### src/rtl/path_pkg.sv
// Shared helpers for the multi-channel request/grant path: width
// calculations and the round-robin pointer advance.
package path_pkg;

  // Ceiling log2, never smaller than 1 so derived vectors stay legal.
  function automatic int clog2(input int value);
    int r;
    int v;
    r = 0;
    v = value - 1;
    while (v > 0) begin
      r++;
      v = v >> 1;
    end
    return (r < 1) ? 1 : r;
  endfunction

  // Width of a channel index.
  function automatic int ch_w(input int nch);
    return clog2(nch);
  endfunction

  // Width of an occupancy count that must be able to hold the value depth.
  function automatic int cnt_w(input int depth);
    return clog2(depth + 1);
  endfunction

  // Channel after sel, wrapping at nch.
  function automatic int rr_next(input int sel, input int nch);
    return (sel + 1 >= nch) ? 0 : sel + 1;
  endfunction

endpackage

### src/rtl/path_fifo.sv
// Single-channel FIFO of arbitrary depth with synchronous flush. The head
// word is presented combinationally; a write lands at the head one cycle
// later at the earliest. Push is refused when full unless a pop happens in
// the same cycle, and a flush overrides both push and pop.
module path_fifo
  import path_pkg::*;
#(
  parameter int DWIDTH = 8,
  parameter int FDEPTH = 5,
  localparam int PW   = clog2(FDEPTH),
  localparam int CNTW = cnt_w(FDEPTH)
) (
  input  logic              clk,
  input  logic              rst,
  input  logic              push,
  input  logic              pop,
  input  logic              flush,
  input  logic [DWIDTH-1:0] din,
  output logic [DWIDTH-1:0] head,
  output logic [CNTW-1:0]   cnt
);

  localparam logic [PW-1:0]   LAST_PTR = PW'(FDEPTH - 1);
  localparam logic [CNTW-1:0] FULL_CNT = CNTW'(FDEPTH);

  logic [DWIDTH-1:0] mem_q [FDEPTH];
  logic [DWIDTH-1:0] mem_d [FDEPTH];
  logic [PW-1:0]     wr_ptr_q, wr_ptr_d;
  logic [PW-1:0]     rd_ptr_q, rd_ptr_d;
  logic [CNTW-1:0]   cnt_q, cnt_d;
  logic              do_push, do_pop;

  // Qualify requests: never pop an empty FIFO, never grow past FDEPTH.
  always_comb begin
    do_pop  = pop && (cnt_q != '0);
    do_push = push && ((cnt_q != FULL_CNT) || do_pop);
  end

  // Pointer and occupancy update; flush wins over everything else.
  always_comb begin
    wr_ptr_d = wr_ptr_q;
    rd_ptr_d = rd_ptr_q;
    cnt_d    = cnt_q;
    if (flush) begin
      wr_ptr_d = '0;
      rd_ptr_d = '0;
      cnt_d    = '0;
    end else begin
      if (do_push) wr_ptr_d = (wr_ptr_q == LAST_PTR) ? '0 : wr_ptr_q + 1'b1;
      if (do_pop)  rd_ptr_d = (rd_ptr_q == LAST_PTR) ? '0 : rd_ptr_q + 1'b1;
      case ({do_push, do_pop})
        2'b10:   cnt_d = cnt_q + 1'b1;
        2'b01:   cnt_d = cnt_q - 1'b1;
        default: cnt_d = cnt_q;
      endcase
    end
  end

  // Storage write; when full with a simultaneous pop the write reuses the
  // slot being read out this cycle.
  always_comb begin
    mem_d = mem_q;
    if (do_push && !flush) mem_d[wr_ptr_q] = din;
  end

  // Data storage carries no reset; only the control state below does.
  always_ff @(posedge clk) begin
    mem_q <= mem_d;
  end

  // Control state register.
  always_ff @(posedge clk) begin
    if (rst) begin
      wr_ptr_q <= '0;
      rd_ptr_q <= '0;
      cnt_q    <= '0;
    end else begin
      wr_ptr_q <= wr_ptr_d;
      rd_ptr_q <= rd_ptr_d;
      cnt_q    <= cnt_d;
    end
  end

  assign head = mem_q[rd_ptr_q];
  assign cnt  = cnt_q;

endmodule

### src/rtl/path_mc.sv
// Multi-channel request/grant path. Each channel has its own FIFO with an
// empty-FIFO bypass; a round-robin arbiter presents one word per cycle to a
// single consumer. Provides almost-full stall, sticky overflow on dropped
// pushes, and per-channel flush.
module path_mc
  import path_pkg::*;
#(
  parameter int DWIDTH = 8,
  parameter int FDEPTH = 5,
  parameter int NCH    = 3,
  parameter int AFULL  = 4,
  localparam int CW    = ch_w(NCH),
  localparam int CNTW  = cnt_w(FDEPTH)
) (
  input  logic                  clk,
  input  logic                  rst,
  input  logic                  enable_i,
  input  logic [NCH-1:0]        flush_i,
  input  logic [NCH-1:0]        valid_i,
  input  logic [NCH*DWIDTH-1:0] data_i,
  input  logic                  gnt_i,
  output logic                  req_o,
  output logic [CW-1:0]         ch_o,
  output logic [DWIDTH-1:0]     data_o,
  output logic [NCH-1:0]        stall_o,
  output logic [NCH-1:0]        overflow_o,
  output logic                  underflow_o
);

  localparam logic [CNTW-1:0] FULL_CNT  = CNTW'(FDEPTH);
  localparam logic [CNTW-1:0] AFULL_CNT = CNTW'(AFULL);

  logic [CNTW-1:0]   cnt  [NCH];
  logic [DWIDTH-1:0] head [NCH];
  logic [NCH-1:0]    in_v, pend, pop, bypass, push, drop;
  logic [NCH-1:0]    overflow_q, overflow_d;
  logic [CW-1:0]     rr_q, rr_d;
  logic [CW-1:0]     sel;
  logic              req, fire;

  for (genvar c = 0; c < NCH; c++) begin : g_ch
    path_fifo #(
      .DWIDTH(DWIDTH),
      .FDEPTH(FDEPTH)
    ) u_fifo (
      .clk  (clk),
      .rst  (rst),
      .push (push[c]),
      .pop  (pop[c]),
      .flush(flush_i[c]),
      .din  (data_i[c*DWIDTH +: DWIDTH]),
      .head (head[c]),
      .cnt  (cnt[c])
    );
  end

  // A channel is pending if it has stored words or an enabled input this cycle.
  always_comb begin
    for (int c = 0; c < NCH; c++) begin
      in_v[c] = valid_i[c] && enable_i;
      pend[c] = (cnt[c] != '0) || in_v[c];
    end
  end

  // Round-robin pick: first pending channel scanning upward from rr_q.
  always_comb begin : arb
    int   idx;
    logic found;
    sel   = '0;
    found = 1'b0;
    idx   = 0;
    for (int k = 0; k < NCH; k++) begin
      idx = int'(rr_q) + k;
      if (idx >= NCH) idx = idx - NCH;
      if (!found && pend[idx]) begin
        sel   = CW'(idx);
        found = 1'b1;
      end
    end
  end

  // Per-channel pop/bypass/push/drop decisions, stall and overflow next state.
  always_comb begin
    req  = |pend;
    fire = gnt_i && req;
    for (int c = 0; c < NCH; c++) begin
      pop[c]        = fire && (sel == CW'(c)) && (cnt[c] != '0);
      bypass[c]     = fire && (sel == CW'(c)) && (cnt[c] == '0);
      push[c]       = in_v[c] && !bypass[c] && !flush_i[c] &&
                      ((cnt[c] != FULL_CNT) || pop[c]);
      drop[c]       = in_v[c] && (cnt[c] == FULL_CNT) && !pop[c];
      overflow_d[c] = flush_i[c] ? 1'b0 : (overflow_q[c] || drop[c]);
      stall_o[c]    = !enable_i || (cnt[c] >= AFULL_CNT);
    end
  end

  // Output presentation: FIFO head when stored data exists, otherwise the
  // live input word; zeros when nothing is requested.
  always_comb begin
    req_o       = req;
    ch_o        = '0;
    data_o      = '0;
    underflow_o = gnt_i && !req;
    rr_d        = fire ? CW'(rr_next(int'(sel), NCH)) : rr_q;
    if (req) begin
      ch_o   = sel;
      data_o = (cnt[sel] != '0) ? head[sel] : data_i[int'(sel)*DWIDTH +: DWIDTH];
    end
  end

  // Arbiter pointer and sticky overflow flags.
  always_ff @(posedge clk) begin
    if (rst) begin
      rr_q       <= '0;
      overflow_q <= '0;
    end else begin
      rr_q       <= rr_d;
      overflow_q <= overflow_d;
    end
  end

  assign overflow_o = overflow_q;

endmodule

### config.mk
export PLATFORM = sky130hd
export DESIGN_NAME = path_mc
export DESIGN_NICKNAME = d
export VERILOG_FILES = /design/src/rtl/path_pkg.sv /design/src/rtl/path_fifo.sv /design/src/rtl/path_mc.sv
export SDC_FILE = /design/constraint.sdc
export NUM_CORES = 1
export LEC_CHECK = 0
export CAP_MARGIN = 20
export CORE_MARGIN = 2
export CORE_UTILIZATION = 59
export DETAILED_ROUTE_END_ITERATION = 7
export HOLD_SLACK_MARGIN = 0.03
export PLACE_DENSITY = 0.82
export SLEW_MARGIN = 5
export SYNTH_ARGS = -nofsm -noshare
export SYNTH_HDL_FRONTEND = slang
export SYNTH_HIERARCHICAL = 1
export SYNTH_SLANG_ARGS = --single-unit
### constraint.sdc
create_clock -name clk -period 4.3 [get_ports clk]
set_input_delay 0.43 -clock clk [delete_from_list [all_inputs] [get_ports clk]]
set_output_delay 0.43 -clock clk [all_outputs]
set_load 0.005 [all_outputs]
**After elaboration in Yosys (flattened, before gate mapping)**

Index checks and enable logic that the tools add are counted.

- Bits of input ports: 34
- Flip-flop bits (word level): 152
- Output and inout port bits: 18
- Word-level logic and storage cells: 234

- $lt $le $gt $ge: 20
- Eq/ne operators: 20
- Multiplexer cells: 54
- Add/sub/neg operators: 18
- Reduce and logical (&&, ||, !) cells: 86
- Bitwise logic cells: 7
- Shift operators: 1

Operator list:

| kind | number |
|---|---|
| $bwmux 40 | 3 |
| $mux 8 | 13 |
| $lt 32x4->1 const B | 3 |
| $mux 32 | 3 |
| $bmux 8 s3 | 3 |
| $demux 8 s3 | 3 |
| $logic_and 1x1->1 | 43 |
| $add 3x1->3 const B | 9 |
| $eq 3x3->1 const B | 9 |
| $ge 4x4->1 const B | 6 |
| $mux 3 | 8 |
| $not 3->4 | 6 |
| $shiftx 24x6->8 | 1 |
| $pmux 3 s2 | 3 |
| $bmux 8 s2 | 1 |
| $logic_or 1x1->1 | 15 |
| $logic_not 1->1 | 13 |
| $ge 3x3->1 const B | 4 |
| $lt 4x1->1 const B | 3 |
| $reduce_bool 3->1 | 4 |
| $mux 2 | 5 |
| $ge 3x2->1 const B | 3 |
| $logic_not 3->1 | 3 |
| $ne 3x3->1 const B | 3 |
| 16 further kinds | 39 |

**Logic depth before layout (Yosys ltp)**

- Depth after elaboration: 22
- Gate-level depth with buffers: 17
- Gate-level depth less buffers: 16

**Hierarchy**

Netlist, hierarchy kept.

Modules (own cells, without submodules):

| module | cells each | area each (µm²) | seq. area each (µm²) | instances |
|---|---|---|---|---|
| path_fifo at g_ch[0].u_fifo ... | 165 | 2200.9 | 1381.3 | 2 |
| path_fifo at g_ch[2].u_fifo | 165 | 2209.6 | 1381.3 | 1 |
| path_mc | 142 | 997.2 | 100.1 | 1 |

**Least setup slack after synthesis**

Ideal clock, no wire load.

- Kind: input port to flip-flop
- From: in valid_i[0]
- To: reg g_ch[2].u_fifo/mem_q[10] (netlist name) (enable)
- Library setup time: 0.395 ns
- Path slack: 0.701 ns
- Buffers on the path: 1
- Arrival: 3.204 ns
- Data required time: 3.905 ns
- Stages: 9
- Path through: a2111oi_2 -> a211o_1 -> nand3_2 -> inv_2 -> buf_2 -> a211oi_1 -> nor4_1 -> nand2_4 -> nor4_1

- Longest elaborated chain between the ends: 21
- Elaborated cells on any way between the ends: 35
- Those cells by class: eq/ne: 1; mux: 14; reduce/logical: 20

Ends and longest elaborated chain:

| what | line | text |
|---|---|---|
| from (decl) | path_mc.sv:19 | `input logic [NCH-1:0] valid_i,` |
| $logic_and 1x1->1 (*) | path_mc.sv:60 | `in_v[c] = valid_i[c] && enable_i;` |
| $logic_or 1x1->1 (*) | path_mc.sv:61 | `pend[c] = (cnt[c] != '0) \|\| in_v[c];` |
| $bmux 1 s2 | path_mc.sv:75 | `if (!found && pend[idx]) begin` |
| $mux 1 (not written as such) (2 in a row) | path_mc.sv:75 |  |
| $mux 1 | path_mc.sv:75 |  |
| $logic_not 1->1 | path_mc.sv:75 |  |
| $logic_and 1x1->1 | path_mc.sv:75 |  |
| $mux 1 | path_mc.sv:75 |  |
| [4 not listed] | n/a |  |
| $logic_and 1x1->1 (*) | path_mc.sv:87, path_mc.sv:88 |  |
| $logic_and 1x1->1 | path_mc.sv:88 | `bypass[c] = fire && (sel == CW'(c)) && (cnt[c] == '0);` |
| $logic_not 1->1 | path_mc.sv:89 | `push[c] = in_v[c] && !bypass[c] && !flush_i[c] &&` |
| $logic_and 1x1->1 (2 in a row) | path_mc.sv:89 |  |
| $logic_and 1x1->1 (*) | path_mc.sv:89 |  |
| via push[2] | path_mc.sv:35 | `logic [NCH-1:0] in_v, pend, pop, bypass, push, drop;` |
| $logic_and 1x1->1 (*) | path_fifo.sv:36 | `do_push = push && ((cnt_q != FULL_CNT) \|\| do_pop);` |
| $logic_and 1x1->1 (*) | path_fifo.sv:63 | `if (do_push && !flush) mem_d[wr_ptr_q] = din;` |
| to (signal assigned) | path_fifo.sv:68 | `mem_q <= mem_d;` |
| to (decl) | path_fifo.sv:26 | `logic [DWIDTH-1:0] mem_q [FDEPTH];` |

Mark *: on every way through the listed nets, which the timed path passes. The rest lies on a longest branch. The select of a mux whose other input is x is not followed.
A chain may end at the register's enable or synchronous reset.

**Worst setup path after layout**

- From: reg rr_q[0]
- To: out data_o[2]

- Longest elaborated chain between the ends: 19
- Elaborated cells on any way between the ends: 40
- Those cells by class: add/sub: 5; order compare: 3; shift: 1; mux: 25; bitwise: 1; reduce/logical: 5

Ends and longest elaborated chain:

| what | line | text |
|---|---|---|
| from (decl) | path_mc.sv:37 | `logic [CW-1:0] rr_q, rr_d;` |
| from (signal assigned) | path_mc.sv:117 | `rr_q <= rr_d;` |
| parallel branches: the longest is 11 deep, another holds $sub 3x2->4 | n/a |  |
| $mux 2 (*) | path_mc.sv:75 |  |
| $not 2->3 (not written as such) | path_mc.sv:107 | `data_o = (cnt[sel] != '0) ? head[sel] : data_i[int'(sel)*DWIDTH +: DWIDTH];` |
| $bmux 3 s2 | path_mc.sv:107 |  |
| $mux 3 (not written as such) (2 in a row) | path_mc.sv:107 |  |
| $reduce_bool 3->1 | path_mc.sv:107 |  |
| $mux 8 (*) | path_mc.sv:107 |  |
| $mux 8 (*) | path_mc.sv:105 | `if (req) begin` |
| to (decl) | path_mc.sv:24 | `output logic [DWIDTH-1:0] data_o,` |

Every way passes the cells marked *. The select of a mux whose other input is x is not followed.

==> summary.txt <==
Outcome
  – Outcome: finished, final reports clean

Global routing
  – Top Usage Layer GRT: met2
  – GRT met3 Usage: 0.05087
  – Global route total overflow: 0
  – First-pass GRT wire length: 26800 µm
  – Vias in the first global route: 5279
  – Grt met2 use: 0.4181
  – Met1 global-route usage: 0.3069
  – Antenna violations before repair: 0
  – Largest net degree at the start of global routing: 28
  – GRT Util Overall: 0.2478

Routing
  – 1st-iter DRT viols: around 430
  – 1st-pass router iterations: 5
  – Routed wire per std cell: 18.55 µm
  – # DRC: 0
  – Vias: 5226
  – Antenna viol nets, final: 0
  – Vias/cell: between 5 and 6
  – Total wire length: 16360 µm

Finish
  – N_diodes: 0
  – Layout cells sized above 1: 0.1056
  – Commonest non-fill, non-tap cell in the layout: edfxtp_1
  – Synth-to-layout area growth: 15.97%
  – NumNets Final: roughly 750
  – Commonest cells after routing, fill and taps aside: edfxtp_1 (120), mux2i_1 (54), clkdlybuf4s50_1 (51)

Clocking
  – Post-CTS resize count: 0
  – Worst skew pair latency: 0.43 ns
  – H-tree depth: 4
  – Worst-path clk slew: 0.06 ns
  – Setup bufs post-CTS: 0
  – CTS buffer count: 17
  – Clk sink count: between 150 and 200
  – CTS Hold Bufs: 0
  – CTS tree: built
  – CTS root buf: clkbuf_16
  – Max Root-Sink Buffers: 2

Critical path
  – Crit path largest cell delay: 0.62 ns
  – Max FO, Critical Path: 23
  – Kind of critical path: reg2out
  – FF-to-FF path depth: 15
  – Crit path launch: rr_q[0]
  – Slowest cell on the critical path: o311ai_4
  – Reg2reg start: rr_q[0]
  – Worst setup EP type: output port
  – Worst-path cell chain: inv_1 > ha_1 > maj3_2 > o211ai_4 > inv_4 > o311ai_4 > o221ai_1 > a21boi_1 > clkdlybuf4s50_1
  – Reg2reg setup slack: 0.61 ns
  – Worst EP required: 3.87 ns
  – Reg-to-reg endpoint: g_ch[0].u_fifo/cnt[2]
  – Setup crit start kind: flop
  – CP arrival: between 3 and 4 ns

Die
  – Initial Util: 0.6029
  – Total die area: 13820 µm²
  – Core ar.: 12620 µm²
  – Row count: 41
  – Die X: 117.6 µm
  – # IOs: 52
  – Die height: 117.6 µm

Synthesis
  – Synth Area in Simple Gates: 0.1265
  – Synth Flop Type: edfxtp_1
  – Synth Area in Adders: 0.03733
  – Syn Area/Cell: around 12 µm²
  – EDFF count, synth: 120
  – Synth top area share: 0.4736
  – Cell count after synthesis: approximately 640
  – Compound-cell area share of the yosys netlist: 0.1480
  – Ys Warns: 6
  – Distinct cell type count after synthesis: 57
  – FF+latch count, synth: 152
  – Yosys top cell by area: edfxtp_1
  – XOR/XNOR Fraction of Synth Area: 0.006907
  – Syn Std Cell Area: 7609 µm²
  – Multiplexer share of the synthesized area: 0.07104
  – Async set-reset flop share out of synthesis: 0
  – Main combinational cell family by area after synthesis: compound AO/OA/AOI/OAI gates
  – Largest cells by area after synthesis: edfxtp_1 (47%), dfxtp_1 (8.4%), mux2i_1 (7.1%)
  – Sequential fraction of the synthesis area: 0.5578
  – Mapped Nets: 691

STA
  – Max Slew Vio Count: 0
  – Fin. Hold Viols: 0
  – Clock skew: 0.01099 ns
  – Final setup violation count: 0
  – RSZ-0062 raised after global routing: no
  – Max Freq: between 0.2 and 0.3 GHz
  – Final min period: 3.977 ns
  – Slew @ Worst Pin: roughly 1.0 ns
  – Final TNS setup: 0 ns
  – Slew HR: 0.2992
  – Period utilisation layout: 0.9250

Place
  – Buffers on Ports: 51
  – Post-DP HPWL: 11330 µm
  – Final RePlAce weighted congestion: 0.8701

Power and ir drop
  – Pwr/cell area: 370.1 nW/µm²
  – Leakage power: 2.880 nW
  – Maximum vdd drop: 0.0003129 V
  – Overall Power: ~0.0033 W

Hold path
  – Hold Crit Class: reg2reg
  – Worst hold endpoint: overflow_o[0]
  – Hold path cells: 1
  – Min-delay src: overflow_o[0]

Flow run
  – Max_cap viols: 0
-- synth_stat cells, types with 2 or more instances --
library cell / count
a211oi_1: 2
clkbuf_1: 7
buf_4: 2
buf_12: 3
fa_1: 3
edfxtp_1: 120
nand2b_1: 6
nor4_1: 10
ha_1: 17
xor2_1: 6
a211o_1: 11
nand2_1: 36
nor2_1: 28
inv_1: 33
nand3_1: 14
o41ai_2: 2
nand2_2: 2
o221ai_1: 8
nand4bb_2: 2
or2_1: 2
o21a_1: 28
o21ai_0: 48
a21o_1: 9
dfxtp_1: 32
nand3b_1: 28
buf_6: 7
a21oi_1: 26
o31ai_2: 2
buf_2: 17
o21ai_1: 6
mux2i_1: 54
and2_1: 9
nor3_1: 15
or3_1: 11
a31oi_1: 2
a21boi_1: 8
-- worst max-delay path, delay by kind of cell, from the launching register on --
family | cells | cell delay, ns
DFF | 1 | 0.35
buffers and inverters | 3 | 0.75
AOI/OAI and AO/OA | 4 | 1.33
adders and majority gates | 2 | 0.68
-- metrics by stage --
step	cell area, µm²	hold WS, ns	utilization	cells	worst slack, ns
3_3_place_gp	8264	0.4618	0.6549	850	0.3779
2_1_floorplan	7609	0.4470	-	637	0.7013
6_report	8823	0.4772	0.6992	882	0.3227
4_1_cts	8823	0.4857	0.6992	882	0.3581
5_1_grt	8823	0.5049	0.6992	882	0.1744
3_5_place_dp	8264	0.4670	0.6549	850	0.2513
-- area by class of cell --
cell class / count / area [µm²]
Tap cell: 172 / 215.2
Sequential cell: 152 / 4244
Fill cell: 868 / 3796
Clock buffer: 22 / 464.2
Timing Repair Buffer: 77 / 705.7
Inverter: 35 / 133.9
Multi-Input combinational cell: 414 / 2965
Clock inverter: 10 / 95.09
-- sequential cells by signal (all words and copies together), names as in the netlist --
signal,count
g_ch.u_fifo/wr_ptr_q,9
g_ch.u_fifo/mem_q,120
overflow_o,3
g_ch.u_fifo/cnt,9
rr_q,2
g_ch.u_fifo/rd_ptr_q,9
-- cells by family after synthesis --
family | count (synthesis)
simple gates | 171
compound gates | 162
flops | 152
buf+inv | 71
mux | 54
fa+ha+maj | 21
xor+xnor | 6
-- power by group --
part	switching, W	internal (W)	total [W]
Clock	0.000581	0.000829	0.00141
Sequential	0.00000503	0.00159	0.00160
Combinational	0.000139	0.000121	0.000260
-- worst max path at each step --
stage	endpoint	slack (ns)	cells past startpoint
after global routing	data_o[2]	0.17	9
after global placement	g_ch[0].u_fifo/cnt[2]	0.38	15
after CTS	data_o[2]	0.36	9
after detailed placement	g_ch[0].u_fifo/cnt[2]	0.25	15
final	data_o[2]	0.32	9
after floorplan	g_ch[2].u_fifo/mem_q[10]	0.70	9
-- per-layer routing --
layer | wire [µm] | up-vias
met5 | 0 | -
met4 | 532 | 0
met3 | 844 | 35
met2 | 8130 | 154
met1 | 6855 | 2535
li1 | - | 2502
Power figures use the tool's default switching activity.
